File: config.mk
export PLATFORM = sky130hd
export DESIGN_NAME = con_status_responder_flat
export DESIGN_NICKNAME = d
export VERILOG_FILES = /design/src/rtl/con_status_responder_pkg.sv /design/src/rtl/con_status_responder_if.sv /design/src/rtl/con_status_responder_frame_capture.sv /design/src/rtl/con_status_responder.sv /design/src/flat_wrapper.sv
export SDC_FILE = /design/constraint.sdc
export NUM_CORES = 1
export LEC_CHECK = 0
export CORE_MARGIN = 2
export CORE_UTILIZATION = 58
export CTS_BUF_LIST = sky130_fd_sc_hd__clkbuf_16
export CTS_CLUSTER_SIZE = 8
export DETAILED_ROUTE_END_ITERATION = 10
export GPL_TIMING_DRIVEN = 0
export PLACE_DENSITY = 0.79
export SLEW_MARGIN = 20
export SYNTH_ARGS = -nofsm -noshare
export SYNTH_HDL_FRONTEND = slang
export SYNTH_HIERARCHICAL = 1
export SYNTH_SLANG_ARGS = --single-unit
export TNS_END_PERCENT = 5
File: constraint.sdc
create_clock -name clk -period 2.41 [get_ports clk]
set_clock_uncertainty 0.05 [all_clocks]
set_input_delay 0.3615 -clock clk [delete_from_list [all_inputs] [get_ports clk]]
set_output_delay 0.3615 -clock clk [all_outputs]
set_load 0.03 [all_outputs]
File: src/rtl/con_status_responder_pkg.sv
// ---------------------------------------------------------------------------
// con_status_responder_pkg
// Shared definitions for the status responder: FSM state encoding, default
// frame ID / pad / marker constants and a helper that computes reply length.
// ---------------------------------------------------------------------------
package con_status_responder_pkg;

  typedef enum logic [1:0] {
    ST_IDLE = 2'd0,
    ST_WAIT = 2'd1,
    ST_SEND = 2'd2
  } state_e;

  localparam logic [7:0] DEF_MATCH_B0  = 8'h04;
  localparam logic [7:0] DEF_MATCH_B1  = 8'h32;
  localparam logic [7:0] DEF_PAD_VALUE = 8'hFF;
  localparam logic [7:0] DEF_MARKER    = 8'hAA;

  // Reply = echoed header, pad run, one marker byte, status bytes.
  function automatic int reply_len(input int hdr_bytes, input int pad_bytes, input int stat_bytes);
    return hdr_bytes + pad_bytes + 1 + stat_bytes;
  endfunction

endpackage

File: src/rtl/con_status_responder_if.sv
// ---------------------------------------------------------------------------
// con_status_responder_if
// Byte-wide command/reply link between a host and the status responder.
//   con_din / con_din_en   : command byte stream, host -> responder
//   con_dout / con_dout_en : reply byte stream, responder -> host
// Modports: master = host side, slave = responder side.
// ---------------------------------------------------------------------------
interface con_status_responder_if;
  logic [7:0] con_din;
  logic       con_din_en;
  logic [7:0] con_dout;
  logic       con_dout_en;

  modport master (output con_din, output con_din_en, input con_dout, input con_dout_en);
  modport slave  (input con_din, input con_din_en, output con_dout, output con_dout_en);
endinterface

File: src/rtl/con_status_responder_frame_capture.sv
// ---------------------------------------------------------------------------
// con_status_responder_frame_capture
// Tracks frames on the command stream (one frame = one contiguous din_en run),
// decides at frame start whether the frame is accepted, stores the header of
// accepted frames and qualifies them at frame end.
// Ports:
//   clk_i, rst_i  : clock, synchronous active-high reset
//   din_i         : command byte
//   din_en_i      : command byte valid
//   idle_i        : responder FSM is IDLE (frame may be accepted)
//   frame_ok_o    : pulse on the first edge sampling din_en low after an
//                   accepted frame with matching ID and full header
//   drop_o        : pulse on the start edge of a frame that is dropped
//   hdr_o         : captured header bytes, hdr_o[0] = first frame byte
// ---------------------------------------------------------------------------
module con_status_responder_frame_capture
  import con_status_responder_pkg::*;
#(
  parameter int         HDR_BYTES = 8,
  parameter logic [7:0] MATCH_B0  = DEF_MATCH_B0,
  parameter logic [7:0] MATCH_B1  = DEF_MATCH_B1,
  parameter int         CNT_W     = 11
) (
  input  logic                      clk_i,
  input  logic                      rst_i,
  input  logic [7:0]                din_i,
  input  logic                      din_en_i,
  input  logic                      idle_i,
  output logic                      frame_ok_o,
  output logic                      drop_o,
  output logic [HDR_BYTES-1:0][7:0] hdr_o
);

  localparam logic [CNT_W-1:0] CNT_MAX = {CNT_W{1'b1}};

  logic                      en_prev_q;
  logic                      acc_q, acc_d;
  logic [CNT_W-1:0]          cnt_q, cnt_d;
  logic [HDR_BYTES-1:0][7:0] hdr_q, hdr_d;
  logic                      start_s;
  logic                      end_s;

  // Frame edge detection, accept decision, byte counter and header capture.
  always_comb begin
    start_s = din_en_i & ~en_prev_q;
    end_s   = ~din_en_i & en_prev_q;

    // Acceptance is decided once, at the start edge, and held for the frame.
    if (start_s) begin
      acc_d = idle_i;
    end else begin
      acc_d = acc_q;
    end

    // cnt_q is the index of the byte currently on din_i; saturates, never wraps.
    if (!din_en_i) begin
      cnt_d = '0;
    end else if (cnt_q == CNT_MAX) begin
      cnt_d = cnt_q;
    end else begin
      cnt_d = cnt_q + CNT_W'(1);
    end

    hdr_d = hdr_q;
    for (int i = 0; i < HDR_BYTES; i++) begin
      hdr_d[i] = (din_en_i && acc_d && (cnt_q == CNT_W'(i))) ? din_i : hdr_q[i];
    end

    // At frame end cnt_q still holds the (saturated) frame length.
    frame_ok_o = end_s && acc_q && (hdr_q[0] == MATCH_B0) && (hdr_q[1] == MATCH_B1)
                 && (cnt_q >= CNT_W'(HDR_BYTES));
    drop_o     = start_s && !idle_i;
  end

  // Capture state registers.
  always_ff @(posedge clk_i) begin
    if (rst_i) begin
      en_prev_q <= 1'b0;
      acc_q     <= 1'b0;
      cnt_q     <= '0;
      hdr_q     <= '0;
    end else begin
      en_prev_q <= din_en_i;
      acc_q     <= acc_d;
      cnt_q     <= cnt_d;
      hdr_q     <= hdr_d;
    end
  end

  assign hdr_o = hdr_q;

endmodule

File: src/rtl/con_status_responder.sv
// ---------------------------------------------------------------------------
// con_status_responder
// Watches the command stream for frames starting with a programmable ID,
// waits WAIT_CYCLES after frame end, then sends: echoed header, pad bytes,
// marker, snapshot of status_vec (low byte first). Frames starting while a
// reply is pending are dropped and counted.
// Ports:
//   clk, rst    : clock, synchronous active-high reset
//   bus         : slave side of the command/reply link
//   status_vec  : status to report, byte k = status_vec[8k+7:8k]
//   resp_busy   : high while a reply is pending (WAIT or SEND)
//   drop_cnt    : frames dropped while busy, saturates at 255
// ---------------------------------------------------------------------------
module con_status_responder
  import con_status_responder_pkg::*;
#(
  parameter int         HDR_BYTES   = 8,
  parameter int         PAD_BYTES   = 4,
  parameter logic [7:0] PAD_VALUE   = DEF_PAD_VALUE,
  parameter logic [7:0] MARKER      = DEF_MARKER,
  parameter int         STAT_BYTES  = 2,
  parameter logic [7:0] MATCH_B0    = DEF_MATCH_B0,
  parameter logic [7:0] MATCH_B1    = DEF_MATCH_B1,
  parameter int         WAIT_CYCLES = 100,
  parameter int         CNT_W       = 11
) (
  input  logic                    clk,
  input  logic                    rst,
  con_status_responder_if.slave   bus,
  input  logic [8*STAT_BYTES-1:0] status_vec,
  output logic                    resp_busy,
  output logic [7:0]              drop_cnt
);

  localparam int RLEN   = reply_len(HDR_BYTES, PAD_BYTES, STAT_BYTES);
  localparam int SCNT_W = $clog2(RLEN);
  localparam int WCNT_W = $clog2(WAIT_CYCLES + 1);

  state_e                    state_q, state_d;
  logic [WCNT_W-1:0]         wait_cnt_q, wait_cnt_d;
  logic [SCNT_W-1:0]         send_cnt_q, send_cnt_d;
  logic [8*STAT_BYTES-1:0]   stat_q, stat_d;
  logic [7:0]                dout_q, dout_d;
  logic                      dout_en_q, dout_en_d;
  logic                      busy_q, busy_d;
  logic [7:0]                drop_q, drop_d;
  logic [7:0]                reply_byte_s;
  logic                      frame_ok_s;
  logic                      drop_s;
  logic [HDR_BYTES-1:0][7:0] hdr_s;

  con_status_responder_frame_capture #(
    .HDR_BYTES (HDR_BYTES),
    .MATCH_B0  (MATCH_B0),
    .MATCH_B1  (MATCH_B1),
    .CNT_W     (CNT_W)
  ) u_capture (
    .clk_i      (clk),
    .rst_i      (rst),
    .din_i      (bus.con_din),
    .din_en_i   (bus.con_din_en),
    .idle_i     (state_q == ST_IDLE),
    .frame_ok_o (frame_ok_s),
    .drop_o     (drop_s),
    .hdr_o      (hdr_s)
  );

  // State, counter and snapshot registers.
  always_ff @(posedge clk) begin
    if (rst) begin
      state_q    <= ST_IDLE;
      wait_cnt_q <= '0;
      send_cnt_q <= '0;
      stat_q     <= '0;
    end else begin
      state_q    <= state_d;
      wait_cnt_q <= wait_cnt_d;
      send_cnt_q <= send_cnt_d;
      stat_q     <= stat_d;
    end
  end

  // Next-state logic; counters restart from zero whenever their state is left.
  always_comb begin
    state_d    = state_q;
    wait_cnt_d = '0;
    send_cnt_d = '0;
    stat_d     = stat_q;
    case (state_q)
      ST_IDLE: begin
        if (frame_ok_s) begin
          state_d = ST_WAIT;
        end else begin
          state_d = ST_IDLE;
        end
      end
      ST_WAIT: begin
        if (wait_cnt_q == WCNT_W'(WAIT_CYCLES - 1)) begin
          state_d = ST_SEND;
          stat_d  = status_vec;   // snapshot: later status changes do not reach the reply
        end else begin
          state_d    = ST_WAIT;
          wait_cnt_d = wait_cnt_q + WCNT_W'(1);
        end
      end
      ST_SEND: begin
        if (send_cnt_q == SCNT_W'(RLEN - 1)) begin
          state_d = ST_IDLE;
        end else begin
          state_d    = ST_SEND;
          send_cnt_d = send_cnt_q + SCNT_W'(1);
        end
      end
      default: begin
        state_d = ST_IDLE;
      end
    endcase
  end

  // Reply byte selection by position within the reply.
  always_comb begin
    reply_byte_s = 8'h00;
    for (int i = 0; i < HDR_BYTES; i++) begin
      reply_byte_s = (send_cnt_q == SCNT_W'(i)) ? hdr_s[i] : reply_byte_s;
    end
    for (int i = 0; i < PAD_BYTES; i++) begin
      reply_byte_s = (send_cnt_q == SCNT_W'(HDR_BYTES + i)) ? PAD_VALUE : reply_byte_s;
    end
    reply_byte_s = (send_cnt_q == SCNT_W'(HDR_BYTES + PAD_BYTES)) ? MARKER : reply_byte_s;
    for (int i = 0; i < STAT_BYTES; i++) begin
      reply_byte_s = (send_cnt_q == SCNT_W'(HDR_BYTES + PAD_BYTES + 1 + i))
                     ? stat_q[8*i +: 8] : reply_byte_s;
    end
  end

  // Output next values: reply byte only in SEND, busy follows next state, saturating drops.
  always_comb begin
    if (state_q == ST_SEND) begin
      dout_d    = reply_byte_s;
      dout_en_d = 1'b1;
    end else begin
      dout_d    = 8'h00;
      dout_en_d = 1'b0;
    end
    busy_d = (state_d != ST_IDLE);
    if (drop_s && (drop_q != 8'hFF)) begin
      drop_d = drop_q + 8'd1;
    end else begin
      drop_d = drop_q;
    end
  end

  // Output registers.
  always_ff @(posedge clk) begin
    if (rst) begin
      dout_q    <= 8'h00;
      dout_en_q <= 1'b0;
      busy_q    <= 1'b0;
      drop_q    <= 8'h00;
    end else begin
      dout_q    <= dout_d;
      dout_en_q <= dout_en_d;
      busy_q    <= busy_d;
      drop_q    <= drop_d;
    end
  end

  assign bus.con_dout    = dout_q;
  assign bus.con_dout_en = dout_en_q;
  assign resp_busy       = busy_q;
  assign drop_cnt        = drop_q;

endmodule
File: src/flat_wrapper.sv
// flat-port wrapper written by rule: the top's interface ports become plain ports
module con_status_responder_flat import con_status_responder_pkg::*;
#(
  parameter int         HDR_BYTES   = 8,
  parameter int         PAD_BYTES   = 4,
  parameter logic [7:0] PAD_VALUE   = DEF_PAD_VALUE,
  parameter logic [7:0] MARKER      = DEF_MARKER,
  parameter int         STAT_BYTES  = 2,
  parameter logic [7:0] MATCH_B0    = DEF_MATCH_B0,
  parameter logic [7:0] MATCH_B1    = DEF_MATCH_B1,
  parameter int         WAIT_CYCLES = 100,
  parameter int         CNT_W       = 11
)
  (clk, rst, status_vec, resp_busy, drop_cnt, bus_con_din, bus_con_din_en, bus_con_dout, bus_con_dout_en);
  con_status_responder_if bus_i ();
  input  logic clk;
  input  logic rst;
  input  logic [8*STAT_BYTES-1:0] status_vec;
  output logic resp_busy;
  output logic [7:0] drop_cnt;
  input wire logic [$bits(bus_i.con_din)-1:0] bus_con_din;
  input wire logic [$bits(bus_i.con_din_en)-1:0] bus_con_din_en;
  output wire logic [$bits(bus_i.con_dout)-1:0] bus_con_dout;
  output wire logic [$bits(bus_i.con_dout_en)-1:0] bus_con_dout_en;
  assign bus_i.con_din = bus_con_din;
  assign bus_i.con_din_en = bus_con_din_en;
  assign bus_con_dout = bus_i.con_dout;
  assign bus_con_dout_en = bus_i.con_dout_en;
  con_status_responder #(.HDR_BYTES(HDR_BYTES), .PAD_BYTES(PAD_BYTES), .PAD_VALUE(PAD_VALUE), .MARKER(MARKER), .STAT_BYTES(STAT_BYTES), .MATCH_B0(MATCH_B0), .MATCH_B1(MATCH_B1), .WAIT_CYCLES(WAIT_CYCLES), .CNT_W(CNT_W)) u_core (.clk(clk), .rst(rst), .bus(bus_i), .status_vec(status_vec), .resp_busy(resp_busy), .drop_cnt(drop_cnt));
endmodule
==> flow_summary_export.csv <==
group,metric,value,unit
power_and_ir_drop,power_frac_clock,0.542,
clocking,cts_made_buffers,17,
placement,dpl_worst_slack,-0.0538,ns
floorplan,fp.dieArea,11000,um^2
setup_path,critical_path.top_delay_family,"compound AO/OA/AOI/OAI gates",
clocking,clkTransAtPathRegs,0.06,ns
clocking,post_cts_buffers,0,
power_and_ir_drop,p_int,0.00396,W
yosys,synthArstFlopShare,0,
routing,wirelength,14.8,mm
setup_path,cp.buffers_inverters,2,
status,status,"finished, final reports clean",
min_path,hold_path_startpoint,"bus_con_din[7]",
layout,n_fill_cell,752,
setup_path,crit_type,"reg -> reg",
routing,drcViolationCount,0,
layout,drive_gt1_frac,0.0920,
power_and_ir_drop,comb_power_share,0.038,
power_and_ir_drop,p_sw_frac,0.202,
placement,placed_cells,798,
layout,multi_input_area,3090,um^2
placement,gp_congestion,0.891,
routing,firstDrtPassIters,6,
setup_path,cp.arrival,2.59,ns
clocking,post_cts_resized,0,
timing,layout_setup_ws,0.113,ns
placement,place_area,6400,um^2
power_and_ir_drop,powerDensity,706,nW/um^2
routing,routed_via_density,5.95,
clocking,clk_latency,0.41,ns
clocking,clock-sinks,124,
setup_path,r2r-end,"u_core/bus.con_dout[3]",
timing,period_share,0.953,
setup_path,critical_path.max_stage_delay,0.75,ns
setup_path,cp.required,2.70,ns
setup_path,worstPathMaxFanout,8,
yosys,yosys.cell_types.count,62,
floorplan,rows,36,
yosys,yosysWarnings,6,
yosys,synthFlopType,"dfxtp_1",
min_path,hold_path_depth,3,
routing,top_layer,"met4",
floorplan,die-height,105,um
routing,drt_iter0_drc,310,
power_and_ir_drop,leakage,2.80,nW
setup_path,rrSetupSlack,0.11,ns
power_and_ir_drop,power_switching,0.00100,W
job,maxCapViolations,0,
power_and_ir_drop,p_seq_frac,0.420,
min_path,hold_path_class,"in -> reg",
floorplan,initial_core_util,0.599,
global_route,grtUsageTotal,0.276,
min_path,min_to,"u_core/u_capture/hdr_o[7]",
clocking,cts_root_buffer,"clkbuf_16",
clocking,clock_path_buffers,2,
yosys,synth_edf_count,0,
yosys,synth_cells,629,
layout,nNetsFinal,720,
timing,worst_slew_pin_slew,1.01,ns
timing,rsz0062_at_grt,"no",
setup_path,worstRegToRegCells,7,
layout,regArea,2480,um^2
setup_path,cp-start-kind,"register",
global_route,grt_max_degree,17,
global_route,grt_pass1_vias,4773,
layout,antenna_cells,0,
yosys,syn_nets,666,
global_route,grt_overflow,0,
placement,portBuffers,36,
setup_path,crit_slowest_cell,"a2111oi_0",
layout,areaGrowthSynthToFinish,19.6,%
yosys,synth_area_per_cell,9.35,um^2
setup_path,cp-end-kind,"register",
floorplan,boundaryPins,45,
layout,final_cell_area,7030,um^2
placement,hpwlAfterDp,10.4,mm
clocking,cts_htree_levels,4,
global_route,antenna_found_initial,0,
routing,wl_per_cell,17.8,um
yosys,ys_seq_area_frac,0.422,
timing,slew-limit-headroom,0.324,
setup_path,crit_chain,"inv_1 -> ha_1 -> buf_2 -> nor2b_1 -> a2111oi_0 -> o221ai_1 -> o21ai_1",
floorplan,core,9820,um^2
timing,finalHoldViolCount,0,
setup_path,r2r_start,"u_core/send_cnt_q[0]",
routing,dr_wl_met3,1.06,mm
routing,routed-via-count,4936,
yosys,ys_seq_elements,124,
timing,fmax,0.435,GHz
layout,final_cells,829,
clocking,cts_tree,"yes",
power_and_ir_drop,peakVddDrop,0.473,mV
timing,hold_slack,0.219,ns
routing,drtAntennaViolNets,0,
timing,period_minus_slack,2.30,ns
clocking,cts_hold_buf,0,
power_and_ir_drop,total_power,0.00497,W
floorplan,die_x,105,um
routing,detail_route.wirelength.met1,6.41,mm
yosys,netlist_area,5880,um^2
global_route,grt_pass1_wl,23.9,mm
timing,final_max_slew_viol_count,0,
routing,met2_length,7.03,mm
timing,setup_viol,0,
-- layer usage --
| metal | GRT usage | vias to the layer above |
|---|---|---|
| met5 | 0 | - |
| met4 | 0.101 | 0 |
| met3 | 0.0736 | 32 |
| met2 | 0.451 | 213 |
| met1 | 0.352 | 2357 |
| li1 | - | 2334 |
-- power by group through the flow --
| stage | combinational (W) | sequential (W) | clock (W) |
|---|---|---|---|
| floorplan | 0.000118 | 0.00212 | 0 |
| global placement | 0.000180 | 0.00213 | 0 |
| detailed placement | 0.000183 | 0.00213 | 0 |
| CTS | 0.000186 | 0.00209 | 0.00272 |
| global route | 0.000200 | 0.00209 | 0.00282 |
| finish | 0.000187 | 0.00209 | 0.00269 |
-- registers in the layout, indices dropped and copies added, names as in the netlist --
register	count
u_core/bus.con_dout	8
u_core/bus.con_dout_en	1
u_core/drop_cnt	8
u_core/resp_busy	1
u_core/send_cnt_q	4
u_core/stat_q	16
u_core/state_q	2
u_core/u_capture/acc_q	1
u_core/u_capture/cnt_q	11
u_core/u_capture/en_prev_q	1
u_core/u_capture/hdr_o	64
u_core/wait_cnt_q	7
-- cells in the mapped netlist (3+ instances only) --
cell type / n / share of area
a21oi_1: 23 / 0.020
nor2b_1: 11 / 0.012
nand3b_1: 5 / 0.0064
nand2_1: 29 / 0.019
buf_2: 11 / 0.0094
a31oi_1: 7 / 0.0074
mux2i_1: 85 / 0.14
o21ai_1: 4 / 0.0034
a221o_1: 7 / 0.012
xnor2_1: 8 / 0.012
a32oi_1: 3 / 0.0045
nand2b_1: 10 / 0.011
o221ai_1: 5 / 0.0074
nand4_4: 7 / 0.025
nor3_1: 5 / 0.0043
o211a_1: 4 / 0.0068
nand3_1: 18 / 0.015
nand4_1: 3 / 0.0032
a22oi_1: 3 / 0.0038
or3_1: 3 / 0.0032
xor2_1: 7 / 0.010
inv_1: 18 / 0.011
dfxtp_1: 124 / 0.42
and3_1: 10 / 0.011
and3b_1: 5 / 0.0074
o21ai_0: 8 / 0.0068
clkbuf_1: 20 / 0.013
a221oi_1: 5 / 0.0074
o211ai_1: 5 / 0.0064
nor2_1: 117 / 0.075
ha_1: 10 / 0.021
buf_4: 8 / 0.010
-- worst register-to-register path, stage by stage, from the launching register on --
cell and delay (ns):
dfxtp_1 0.39, inv_1 0.10, ha_1 0.21, buf_2 0.19
nor2b_1 0.17, a2111oi_0 0.75, o221ai_1 0.23, o21ai_1 0.15
-- stage by stage --
stage,setup TNS (ns),utilization
after detailed placement,-0.0929,0.652
after global routing,0,0.716
after CTS,0,0.716
after floorplan,0,-
final,0,0.716
after global placement,-0.0520,0.652
-- placed cells by master, fill, tap and decap left out, types with 7 or more instances in the layout --
cell type / synthesis / routed
o21ai_0: 8 / 8
dfxtp_1: 124 / 124
nand2_1: 29 / 29
clkbuf_16: 0 / 17
ha_1: 10 / 10
clkbuf_1: 20 / 20
a31oi_1: 7 / 7
nand4_4: 7 / 7
buf_4: 8 / 8
buf_2: 11 / 11
inv_1: 18 / 19
nor2_1: 117 / 117
a21oi_1: 23 / 23
a221o_1: 7 / 7
xnor2_1: 8 / 8
and3_1: 10 / 10
nand2b_1: 10 / 10
clkdlybuf4s50_1: 0 / 36
xor2_1: 7 / 7
nand3_1: 18 / 18
mux2i_1: 85 / 85
nor2b_1: 11 / 11
-- worst max-delay path by stage --
stage,cells after the start,end,start
floorplan,7,u_core/u_capture/hdr_o[54],u_core/state_q[0]
global placement,6,u_core/bus.con_dout[0],rst
detailed placement,6,u_core/bus.con_dout[0],rst
CTS,7,u_core/u_capture/hdr_o[50],u_core/state_q[0]
global route,5,u_core/resp_busy,u_core/u_capture/cnt_q[5]
finish,7,u_core/bus.con_dout[3],u_core/send_cnt_q[0]
-- kinds of logic (layout without fill, tap and decap cells) --
group                      Yosys count  after routing  synth area share
and+or+nand+nor                    239            239             0.222
DFF                                124            124             0.422
AOI/OAI and AO/OA                   93             93             0.113
muxes                               86             86             0.147
buffers and inverters               62            129            0.0524
xor gates and xnor gates            15             15            0.0224
adders and majority gates           10             10            0.0213
-- cell type report --
type	count	area share
buffer	42	0.0331
clock buffer	17	0.0605
clock inverter	15	0.0290
inverter	19	0.0101
multi-input combinational	443	0.439
sequential	124	0.353
tap	133	0.0237
timing repair buffer	36	0.0513
(Power assumes the default switching activity.)
